## config.mk

```make
export PLATFORM = sky130hd
export DESIGN_NAME = div_unit
export DESIGN_NICKNAME = d
export VERILOG_FILES = /design/src/rtl/div_unit.sv
export SDC_FILE = /design/constraint.sdc
export NUM_CORES = 1
export LEC_CHECK = 0
export CAP_MARGIN = 10
export CORE_ASPECT_RATIO = 1.1
export CORE_UTILIZATION = 50
export CTS_CLUSTER_SIZE = 8
export DETAILED_ROUTE_END_ITERATION = 16
export HOLD_SLACK_MARGIN = 0.03
export PLACE_DENSITY = 0.72
export SKIP_CTS_REPAIR_TIMING = 1
export SYNTH_ARGS = -nofsm -noshare
export SYNTH_HDL_FRONTEND = slang
export SYNTH_SLANG_ARGS = --single-unit
```

## constraint.sdc

```tcl
create_clock -name cpu_clk_50M -period 7.9 [get_ports cpu_clk_50M]
set_input_delay 1.58 -clock cpu_clk_50M [delete_from_list [all_inputs] [get_ports cpu_clk_50M]]
set_output_delay 1.58 -clock cpu_clk_50M [all_outputs]
set_load 0.01 [all_outputs]
```

## src/rtl/div_unit.sv

```systemverilog
// Multi-cycle 32-bit signed/unsigned restoring divider with start/ready handshake and annul.
// Optional macro DIV_RADIX4_EN selects two quotient bits per cycle instead of one.
module div_unit (
    input  logic        cpu_clk_50M,
    input  logic        cpu_rst_n,
    input  logic        div_start_i,
    input  logic        div_signed_i,
    input  logic        div_annul_i,
    input  logic [31:0] div_opdata1_i,
    input  logic [31:0] div_opdata2_i,
    output logic        div_ready_o,
    output logic [63:0] div_result_o,
    output logic        div_busy_o
);

    localparam logic [1:0] ST_FREE    = 2'd0;
    localparam logic [1:0] ST_BY_ZERO = 2'd1;
    localparam logic [1:0] ST_ON      = 2'd2;
    localparam logic [1:0] ST_END     = 2'd3;

`ifdef DIV_RADIX4_EN
    localparam logic [5:0] CNT_STEP = 6'd2;
`else
    localparam logic [5:0] CNT_STEP = 6'd1;
`endif

    function automatic logic [31:0] neg32(input logic [31:0] v);
        return 32'd0 - v;
    endfunction

    function automatic logic [31:0] abs32(input logic [31:0] v, input logic sgn);
        return (sgn && v[31]) ? neg32(v) : v;
    endfunction

    logic [1:0]  state_q, state_d;
    logic        pend_q, pend_d;
    logic [5:0]  cnt_q, cnt_d;
    logic [31:0] rem_q, rem_d;
    logic [31:0] quo_q, quo_d;
    logic [31:0] dvs_q, dvs_d;
    logic        neg_a_q, neg_a_d;
    logic        neg_b_q, neg_b_d;
    logic        sgn_q, sgn_d;
    logic        ready_q, ready_d;
    logic [63:0] result_q, result_d;
    logic        busy_q, busy_d;

    logic [31:0] rem_step_s;
    logic [31:0] quo_step_s;
    logic [31:0] quo_fix_s;
    logic [31:0] rem_fix_s;

`ifdef DIV_RADIX4_EN
    logic [34:0] part_s, t1_s, t2_s, t3_s;

    // Radix-4 step: pick the largest divisor multiple (3,2,1,0) that keeps the remainder non-negative.
    always_comb begin
        part_s = {1'b0, rem_q, quo_q[31:30]};
        t1_s   = part_s - {3'b000, dvs_q};
        t2_s   = part_s - {2'b00, dvs_q, 1'b0};
        t3_s   = part_s - ({3'b000, dvs_q} + {2'b00, dvs_q, 1'b0});
        if (!t3_s[34]) begin
            rem_step_s = t3_s[31:0];
            quo_step_s = {quo_q[29:0], 2'b11};
        end else if (!t2_s[34]) begin
            rem_step_s = t2_s[31:0];
            quo_step_s = {quo_q[29:0], 2'b10};
        end else if (!t1_s[34]) begin
            rem_step_s = t1_s[31:0];
            quo_step_s = {quo_q[29:0], 2'b01};
        end else begin
            rem_step_s = part_s[31:0];
            quo_step_s = {quo_q[29:0], 2'b00};
        end
    end
`else
    logic [32:0] part_s, t_s;

    // Radix-2 step: shift in the next dividend bit and trial-subtract the divisor once.
    always_comb begin
        part_s = {rem_q, quo_q[31]};
        t_s    = part_s - {1'b0, dvs_q};
        if (!t_s[32]) begin
            rem_step_s = t_s[31:0];
            quo_step_s = {quo_q[30:0], 1'b1};
        end else begin
            rem_step_s = part_s[31:0];
            quo_step_s = {quo_q[30:0], 1'b0};
        end
    end
`endif

    // Sign correction of the magnitude result.
    always_comb begin
        if (sgn_q && (neg_a_q ^ neg_b_q)) begin
            quo_fix_s = neg32(quo_q);
        end else begin
            quo_fix_s = quo_q;
        end
        if (sgn_q && neg_a_q) begin
            rem_fix_s = neg32(rem_q);
        end else begin
            rem_fix_s = rem_q;
        end
    end

    // Next-state logic; the first FREE cycle with start only arms, operands are taken on the next edge.
    always_comb begin
        state_d  = state_q;
        pend_d   = pend_q;
        cnt_d    = cnt_q;
        rem_d    = rem_q;
        quo_d    = quo_q;
        dvs_d    = dvs_q;
        neg_a_d  = neg_a_q;
        neg_b_d  = neg_b_q;
        sgn_d    = sgn_q;
        ready_d  = ready_q;
        result_d = result_q;
        if (div_annul_i) begin
            state_d  = ST_FREE;
            pend_d   = 1'b0;
            cnt_d    = 6'd0;
            ready_d  = 1'b0;
            result_d = 64'd0;
        end else begin
            case (state_q)
                ST_FREE: begin
                    ready_d  = 1'b0;
                    result_d = 64'd0;
                    if (!div_start_i) begin
                        pend_d = 1'b0;
                    end else if (!pend_q) begin
                        pend_d = 1'b1;
                    end else if (div_opdata2_i == 32'd0) begin
                        pend_d  = 1'b0;
                        state_d = ST_BY_ZERO;
                    end else begin
                        pend_d  = 1'b0;
                        state_d = ST_ON;
                        cnt_d   = 6'd0;
                        rem_d   = 32'd0;
                        quo_d   = abs32(div_opdata1_i, div_signed_i);
                        dvs_d   = abs32(div_opdata2_i, div_signed_i);
                        neg_a_d = div_signed_i & div_opdata1_i[31];
                        neg_b_d = div_signed_i & div_opdata2_i[31];
                        sgn_d   = div_signed_i;
                    end
                end
                ST_BY_ZERO: begin
                    result_d = 64'd0;
                    ready_d  = 1'b1;
                    state_d  = ST_END;
                end
                ST_ON: begin
                    if (cnt_q != 6'd32) begin
                        rem_d = rem_step_s;
                        quo_d = quo_step_s;
                        cnt_d = cnt_q + CNT_STEP;
                    end else begin
                        result_d = {rem_fix_s, quo_fix_s};
                        ready_d  = 1'b1;
                        state_d  = ST_END;
                    end
                end
                ST_END: begin
                    if (div_start_i) begin
                        ready_d  = 1'b1;
                        result_d = result_q;
                    end else begin
                        ready_d  = 1'b0;
                        result_d = 64'd0;
                        state_d  = ST_FREE;
                    end
                end
                default: begin
                    state_d  = ST_FREE;
                    pend_d   = 1'b0;
                    ready_d  = 1'b0;
                    result_d = 64'd0;
                end
            endcase
        end
        busy_d = (state_d == ST_BY_ZERO) || (state_d == ST_ON);
    end

    // State and output registers.
    always_ff @(posedge cpu_clk_50M or negedge cpu_rst_n) begin
        if (!cpu_rst_n) begin
            state_q  <= ST_FREE;
            pend_q   <= 1'b0;
            cnt_q    <= 6'd0;
            rem_q    <= 32'd0;
            quo_q    <= 32'd0;
            dvs_q    <= 32'd0;
            neg_a_q  <= 1'b0;
            neg_b_q  <= 1'b0;
            sgn_q    <= 1'b0;
            ready_q  <= 1'b0;
            result_q <= 64'd0;
            busy_q   <= 1'b0;
        end else begin
            state_q  <= state_d;
            pend_q   <= pend_d;
            cnt_q    <= cnt_d;
            rem_q    <= rem_d;
            quo_q    <= quo_d;
            dvs_q    <= dvs_d;
            neg_a_q  <= neg_a_d;
            neg_b_q  <= neg_b_d;
            sgn_q    <= sgn_d;
            ready_q  <= ready_d;
            result_q <= result_d;
            busy_q   <= busy_d;
        end
    end

    assign div_ready_o  = ready_q;
    assign div_result_o = result_q;
    assign div_busy_o   = busy_q;

endmodule

```

==> results of run 1 <==
[registers in the layout (all words and copies together), names as in the netlist, 2 cells and up]
name,count
quo_q,32
cnt_q,6
dvs_q,32
rem_q,32
div_result_o,64
state_q,2
[tightest hold or removal path, delay by kind of cell, from the launching register on]
kind	cells	cell delay (ns)
flip-flops	1	0.34
AND/OR/NAND/NOR	1	0.05
AO/OA/AOI/OAI	1	0.05
[cells in the mapped netlist, types with 3 or more instances]
library cell	instances
inv_1	63
o211ai_1	12
buf_4	8
a221o_1	21
o41ai_1	8
or3_1	17
a21oi_1	123
o21ai_0	156
a211oi_2	3
nand3_1	14
nand4_1	16
nand2b_1	13
a31oi_1	9
nand2_1	242
nor2_1	122
or4_1	6
and4_1	3
and3_1	7
nor4_1	14
a211oi_1	8
dfrtp_1	174
o21ai_1	14
xor2_1	66
buf_2	16
o31ai_1	40
clkbuf_1	49
nor2b_1	7
and2_1	13
nor3b_1	4
xnor2_1	77
ha_1	42
buf_1	4
mux2i_1	3
nor3_1	27
a21o_1	14
o21bai_1	6
o21a_1	4
[routing by layer]
metal,vias to the layer above,routed length (um)
li1,5252,-
met1,4826,14900
met2,320,12800
met3,37,1520
met4,0,389
met5,-,0
[through the flow]
stage | power (W) | util | worst slack (ns) | cells | cell area, um^2
6_report | 0.00363 | 0.602 | 3.04 | 1852 | 13800
5_1_grt | 0.00390 | 0.602 | 2.72 | 1852 | 13800
4_1_cts | 0.00363 | 0.601 | 2.69 | 1851 | 13800
3_5_place_dp | 0.00276 | 0.575 | 2.25 | 1819 | 13200
3_3_place_gp | 0.00272 | 0.575 | 2.35 | 1819 | 13200
2_1_floorplan | 0.00233 | - | 4.10 | 1455 | 11700
[cell families after synthesis]
kind of cell | synth area share
buffers and inverters | 0.0505
AOI/OAI and AO/OA | 0.224
DFF | 0.371
xor gates and xnor gates | 0.107
and+or+nand+nor | 0.198
muxes | 0.00256
adders and majority gates | 0.0465
[how the worst max path moves through the flow]
stage	slack [ns]	cells past startpoint	endpoint	start
3_3_place_gp	2.35	9	quo_q[21]	div_opdata2_i[8]
6_report	3.04	9	rem_q[17]	div_opdata2_i[8]
2_1_floorplan	4.10	9	rem_q[22]	div_opdata2_i[23]
5_1_grt	2.72	10	quo_q[3]	div_opdata2_i[8]
4_1_cts	2.69	10	quo_q[25]	div_opdata2_i[8]
3_5_place_dp	2.25	10	quo_q[25]	div_opdata2_i[8]
[power by group]
group          leakage (nW)  switching, W  internal (W)
combinational          3.31      0.000914      0.000574
sequential             2.31      0.000190       0.00109
clock                 0.291      0.000408      0.000455
[cell type report]
class	count	area [um^2]	area share
multi-input cells	1139	6810	0.493
repair buffers	144	1430	0.104
clock inverters	14	168	0.0121
inverters	63	236	0.0171
clock buffers	18	429	0.0311
flip-flops and latches	174	4350	0.316
well taps	300	375	0.0272
==> metrics.yaml, run 1 <==
clock_network:
  numCtsBuffers: 17
  clock_tree.buffer_depth: 2
  cts_tree: "yes"
  cts.sinks: 174
  clk_pin_slew_ns: 0.07
  ctsHtreeMaxLevel: 4
  insertion_delay_ns: 0.43
  cts_root_buffer: "clkbuf_16"
synthesis:
  synth_ff_type: "dfrtp_1"
  syn_area_um2: 11700
  yosysWarnings: 0
  yosys-top-cells-area: "dfrtp_1 37%, nand2_1 7.7%, o21ai_0 6.7%"
  syn-instance-count: 1455
  synth_top_area_share: 0.371
  synth_area_leader_cell: "dfrtp_1"
  synth-seq-cells: 174
  synth_seq_area_share: 0.371
  synth-edff-count: 0
  ys_async_sr_fraction: 1.00
  yosysUniqueCellTypes: 62
  syn_nets: 1567
  syn_avg_cell_area_um2: 8.06
sta:
  maxSlewViolCount: 0
  min_period_ns: 4.86
  worst_slew_pin_slew_ns: 1.09
  hold_viol_final: 0
  fmax_ghz: 0.206
  skew_ns: 0.0117
  setup_viol: 0
  rsz0062_at_grt: "false"
  slew-limit-headroom: 0.275
  tns_ns: 0
  holdWs_ns: 0.479
  finalCritPeriodShare: 0.615
outcome:
  outcome: "completed"
power_and_ir_drop:
  vdd_drop_max_mv: 0.137
  power.density_nw_per_um2: 263
  leakage_nw: 5.91
floorplanning:
  dieArea_um2: 24100
  pin_count: 135
  num_rows: 58
  start_util: 0.511
  core-area_um2: 22900
  die_x_um: 148
  die_h_um: 163
critical_path:
  end_kind: "flip-flop"
  cp-start-kind: "input port"
  arrival_ns: 5.17
  worstSetupPathType: "in2reg"
  r2r_end: "rem_q[19]"
  critical-path-max-stage-delay_ns: 0.64
  worst-path-buf-inv: 1
  rr_startpoint: "quo_q[31]"
  crit_fanout: 20
  rr_worst_depth: 12
  slowest_stage: "nand2_1"
  cp_top_family: "simple AND/OR/NAND/NOR gates"
  worst-r2r-setup-slack_ns: 3.94
  cp_cell_sequence: "clkdlybuf4s50_1 > nor4_1 > nor4b_1 > nand4_1 > nor3_4 > a21boi_2 > nand2_1 > nor2_1 > a221o_1"
  cp.required_ns: 8.21
placement:
  gp_congestion: 0.910
  io_buffers: 134
  dp_hpwl_um: 21900
detailed_routing:
  dr.pass1.iters: 5
  postRouteAntennaNets: 0
  drc_errors: 0
  routed_wl_um: 29600
  drt-vias-per-instance: 5.63
  first_iter_violations: 692
  wl_per_cell_um: 16.0
  via_count: 10400
grt:
  use_met1: 0.387
  grtUsageMet2: 0.377
  grt_max_degree: 90
  grt_overflow: 0
  antenna_found_initial: 0
  track_usage: 0.254
  grt_busiest_layer: "met1"
  grt_pass1_wl_um: 49200
  gr-usage-met3: 0.0331
  first_global_vias: 9541
worst_hold_path:
  holdPathEnd: "div_result_o[5]"
  min_from: "div_result_o[5]"
  min_path_type: "reg2reg"
  holdPathStages: 2
job:
  max-cap-violations: 0
finish:
  areaGrowthSynthToFinish_pct: 17.7
  layout_commonest_cell: "nand2_1"
  nNetsFinal: 1651
  final_cell_mix: "242 x nand2_1, 174 x dfrtp_1, 156 x o21ai_0, 133 x clkdlybuf4s50_1, 122 x a21oi_1"
  fillers: 2089
  drive_gt1_frac: 0.0399
  diodes: 0
Note: power is estimated with default switching activity, not from simulation.
==> inputs of run 2 (changes only) <==
Settings changed: PLACE_DENSITY 0.72 to 0.75.
Clock period 7.9 ns to 4.1 ns, I/O delays scaled along.
==> run 2 against run 1 <==
Effect of this change:
- combinational power rose by 94%
- first-iteration DRC count decreased by 4.9%
- non-clock buffer count up 15
- global-route usage hardly changed
- power up 92%
- setup slack worse by 2.7 ns
- sequential cell count stayed put
- sequential share of layout area shrank 0.35 points
- register-to-register slack lost 3.6 ns
- highest routed layer unchanged
==> metrics.yaml, run 2 (synthesized netlist as in run 1, its figures left out) <==
outcome:
  outcome: "completed"
finish:
  drive_gt1_frac: 0.0485  # +0.00858
  nNetsFinal: 1666  # +0.91%
  diodes: 0  # unchanged
  final_cell_mix: "242 x nand2_1, 174 x dfrtp_1, 156 x o21ai_0, 133 x clkdlybuf4s50_1, 122 x a21oi_1"
  fillers: 2102  # +0.62%
  largest_reg_flops: 64  # unchanged
  areaGrowthSynthToFinish_pct: 19.0
  layout_commonest_cell: "nand2_1"
clock_network:
  cts_root_buffer: "clkbuf_16"
  clock_tree.buffer_depth: 2  # unchanged
  cts.sinks: 174  # unchanged
  cts_tree: "yes"
  insertion_delay_ns: 0.44  # about the same
  ctsHtreeMaxLevel: 4  # unchanged
  clk_pin_slew_ns: 0.07  # about the same
  numCtsBuffers: 17  # unchanged
floorplanning:
  num_rows: 58  # unchanged
  die_h_um: 163  # unchanged
  dieArea_um2: 24100  # unchanged
  die_x_um: 148  # unchanged
  start_util: 0.511  # unchanged
  pin_count: 135  # unchanged
  core-area_um2: 22900  # unchanged
sta:
  rsz0062_at_grt: "false"
  holdWs_ns: 0.304  # -0.175 ns
  hold_viol_final: 0  # unchanged
  tns_ns: 0  # unchanged
  skew_ns: 0.0116  # -0.000109 ns
  min_period_ns: 3.72
  worst_slew_pin_slew_ns: 0.849  # -0.239 ns
  maxSlewViolCount: 0  # unchanged
  fmax_ghz: 0.269
  finalCritPeriodShare: 0.908
  setup_viol: 0  # unchanged
  slew-limit-headroom: 0.429  # +0.154
critical_path:
  worstSetupPathType: "reg2reg"
  worst-path-buf-inv: 2  # +1
  crit_fanout: 26  # +30%
  crit_path_frequent_cell: "a21oi_1"
  cp.required_ns: 4.40  # -3.81 ns
  arrival_ns: 4.02  # -1.15 ns
  slowest_stage: "or3_1"
  worst-r2r-setup-slack_ns: 0.38  # -3.56 ns
  cp_cell_sequence: "inv_1 > ha_1 > fa_1 > nand2b_1 > a21oi_1 > o21ai_1 > a21oi_1 > o31ai_2 > a211oi_1 > or3_1 > and2_1 > buf_4 > o211ai_1"
  critical-path-max-stage-delay_ns: 0.43  # -0.21 ns
  end_kind: "flip-flop"
  cp_top_family: "compound AO/OA/AOI/OAI gates"
  cp-start-kind: "flip-flop"
detailed_routing:
  wl_per_cell_um: 15.8  # -1.2%
  first_iter_violations: 658  # -4.9%
  dr_wl_met2_um: 13000  # +1.9%
  via_count: 10600  # +1.2%
  routed_wl_um: 29500  # -0.42%
  drt-vias-per-instance: 5.66  # +0.49%
  wl_met1_um: 14500  # -2.5%
  postRouteAntennaNets: 0  # unchanged
  drc_errors: 0  # unchanged
  highest_layer: "met4"
  dr.pass1.iters: 5  # unchanged
  wl_met3_um: 1560  # +2.6%
grt:
  first_global_vias: 9804  # +2.8%
  grt_overflow: 0  # unchanged
  track_usage: 0.253  # -0.000365
  antenna_found_initial: 0  # unchanged
  grt_pass1_wl_um: 49300  # about the same
  grt_max_degree: 90  # unchanged
power_and_ir_drop:
  leakage_nw: 6.00  # +1.4%
  power.density_nw_per_um2: 500  # +90%
  vdd_drop_max_mv: 0.305  # +120%
job:
  max-cap-violations: 0  # unchanged
worst_hold_path:
  min_path_type: "in2async"
placement:
  io_buffers: 134  # unchanged
  dp_hpwl_um: 22200  # +1.4%
  gp_congestion: 0.893  # -1.8%
==> run 2: metrics by stage <==
| step | std cells | setup WS (ns) | total power [W] | utilization | instance area (um^2) |
|---|---|---|---|---|---|
| 2_1_floorplan | 1455 | 1.03 | 0.00450 | - | 11700 |
| 4_1_cts | 1866 | 0.403 | 0.00698 | 0.608 | 14000 |
| 6_report | 1866 | 0.376 | 0.00697 | 0.608 | 14000 |
| 3_3_place_gp | 1835 | 0.229 | 0.00527 | 0.583 | 13400 |
| 5_1_grt | 1866 | 0.150 | 0.00749 | 0.608 | 14000 |
| 3_5_place_dp | 1835 | 0.164 | 0.00536 | 0.583 | 13400 |
==> run 2: path summary, 6_finish.rpt <==
path	cells past startpoint	to	startpoint
setup / recovery	13	rem_q[19]	quo_q[31]
hold / removal	1	cnt_q[5]	cpu_rst_n
setup reg to reg	13	rem_q[19]	quo_q[31]
hold reg to reg	2	div_result_o[45]	div_result_o[45]
max in group asynchronous	2	div_result_o[30]	cpu_rst_n
min in group cpu_clk_50M	2	div_result_o[45]	div_result_o[45]
==> run 2: final cells by class <==
type | count | area [um^2] | share of cell area
Timing Repair Buffer | 159 | 1610 | 0.115
Clock buffer | 18 | 429 | 0.0308
Sequential cell | 174 | 4350 | 0.312
Inverter | 63 | 236 | 0.0169
Clock inverter | 13 | 146 | 0.0105
Tap cell | 300 | 375 | 0.0269
Multi-Input combinational cell | 1139 | 6810 | 0.488
==> run 2: layer usage <==
layer,GRT usage,vias to the layer above
met1,0.380,4948
met4,0.0619,0
met2,0.386,305
met3,0.0314,27
li1,-,5285
met5,0,-
==> run 2: where the power goes <==
part           switching [W]  total (W)  internal, W
combinational        0.00176    0.00289      0.00113
sequential          0.000374    0.00247      0.00210
clock               0.000750    0.00161     0.000862
total                0.00288    0.00697      0.00409
==> run 2: worst reg2reg max path: stages (launching register included) <==
cell      delay (ns)
dfrtp_1         0.39
inv_1           0.11
ha_1            0.25
fa_1            0.41
nand2b_1        0.19
a21oi_1         0.22
o21ai_1         0.13
a21oi_1         0.34
o31ai_2         0.13
a211oi_1        0.39
or3_1           0.43
and2_1          0.19
buf_4           0.28
o211ai_1        0.15
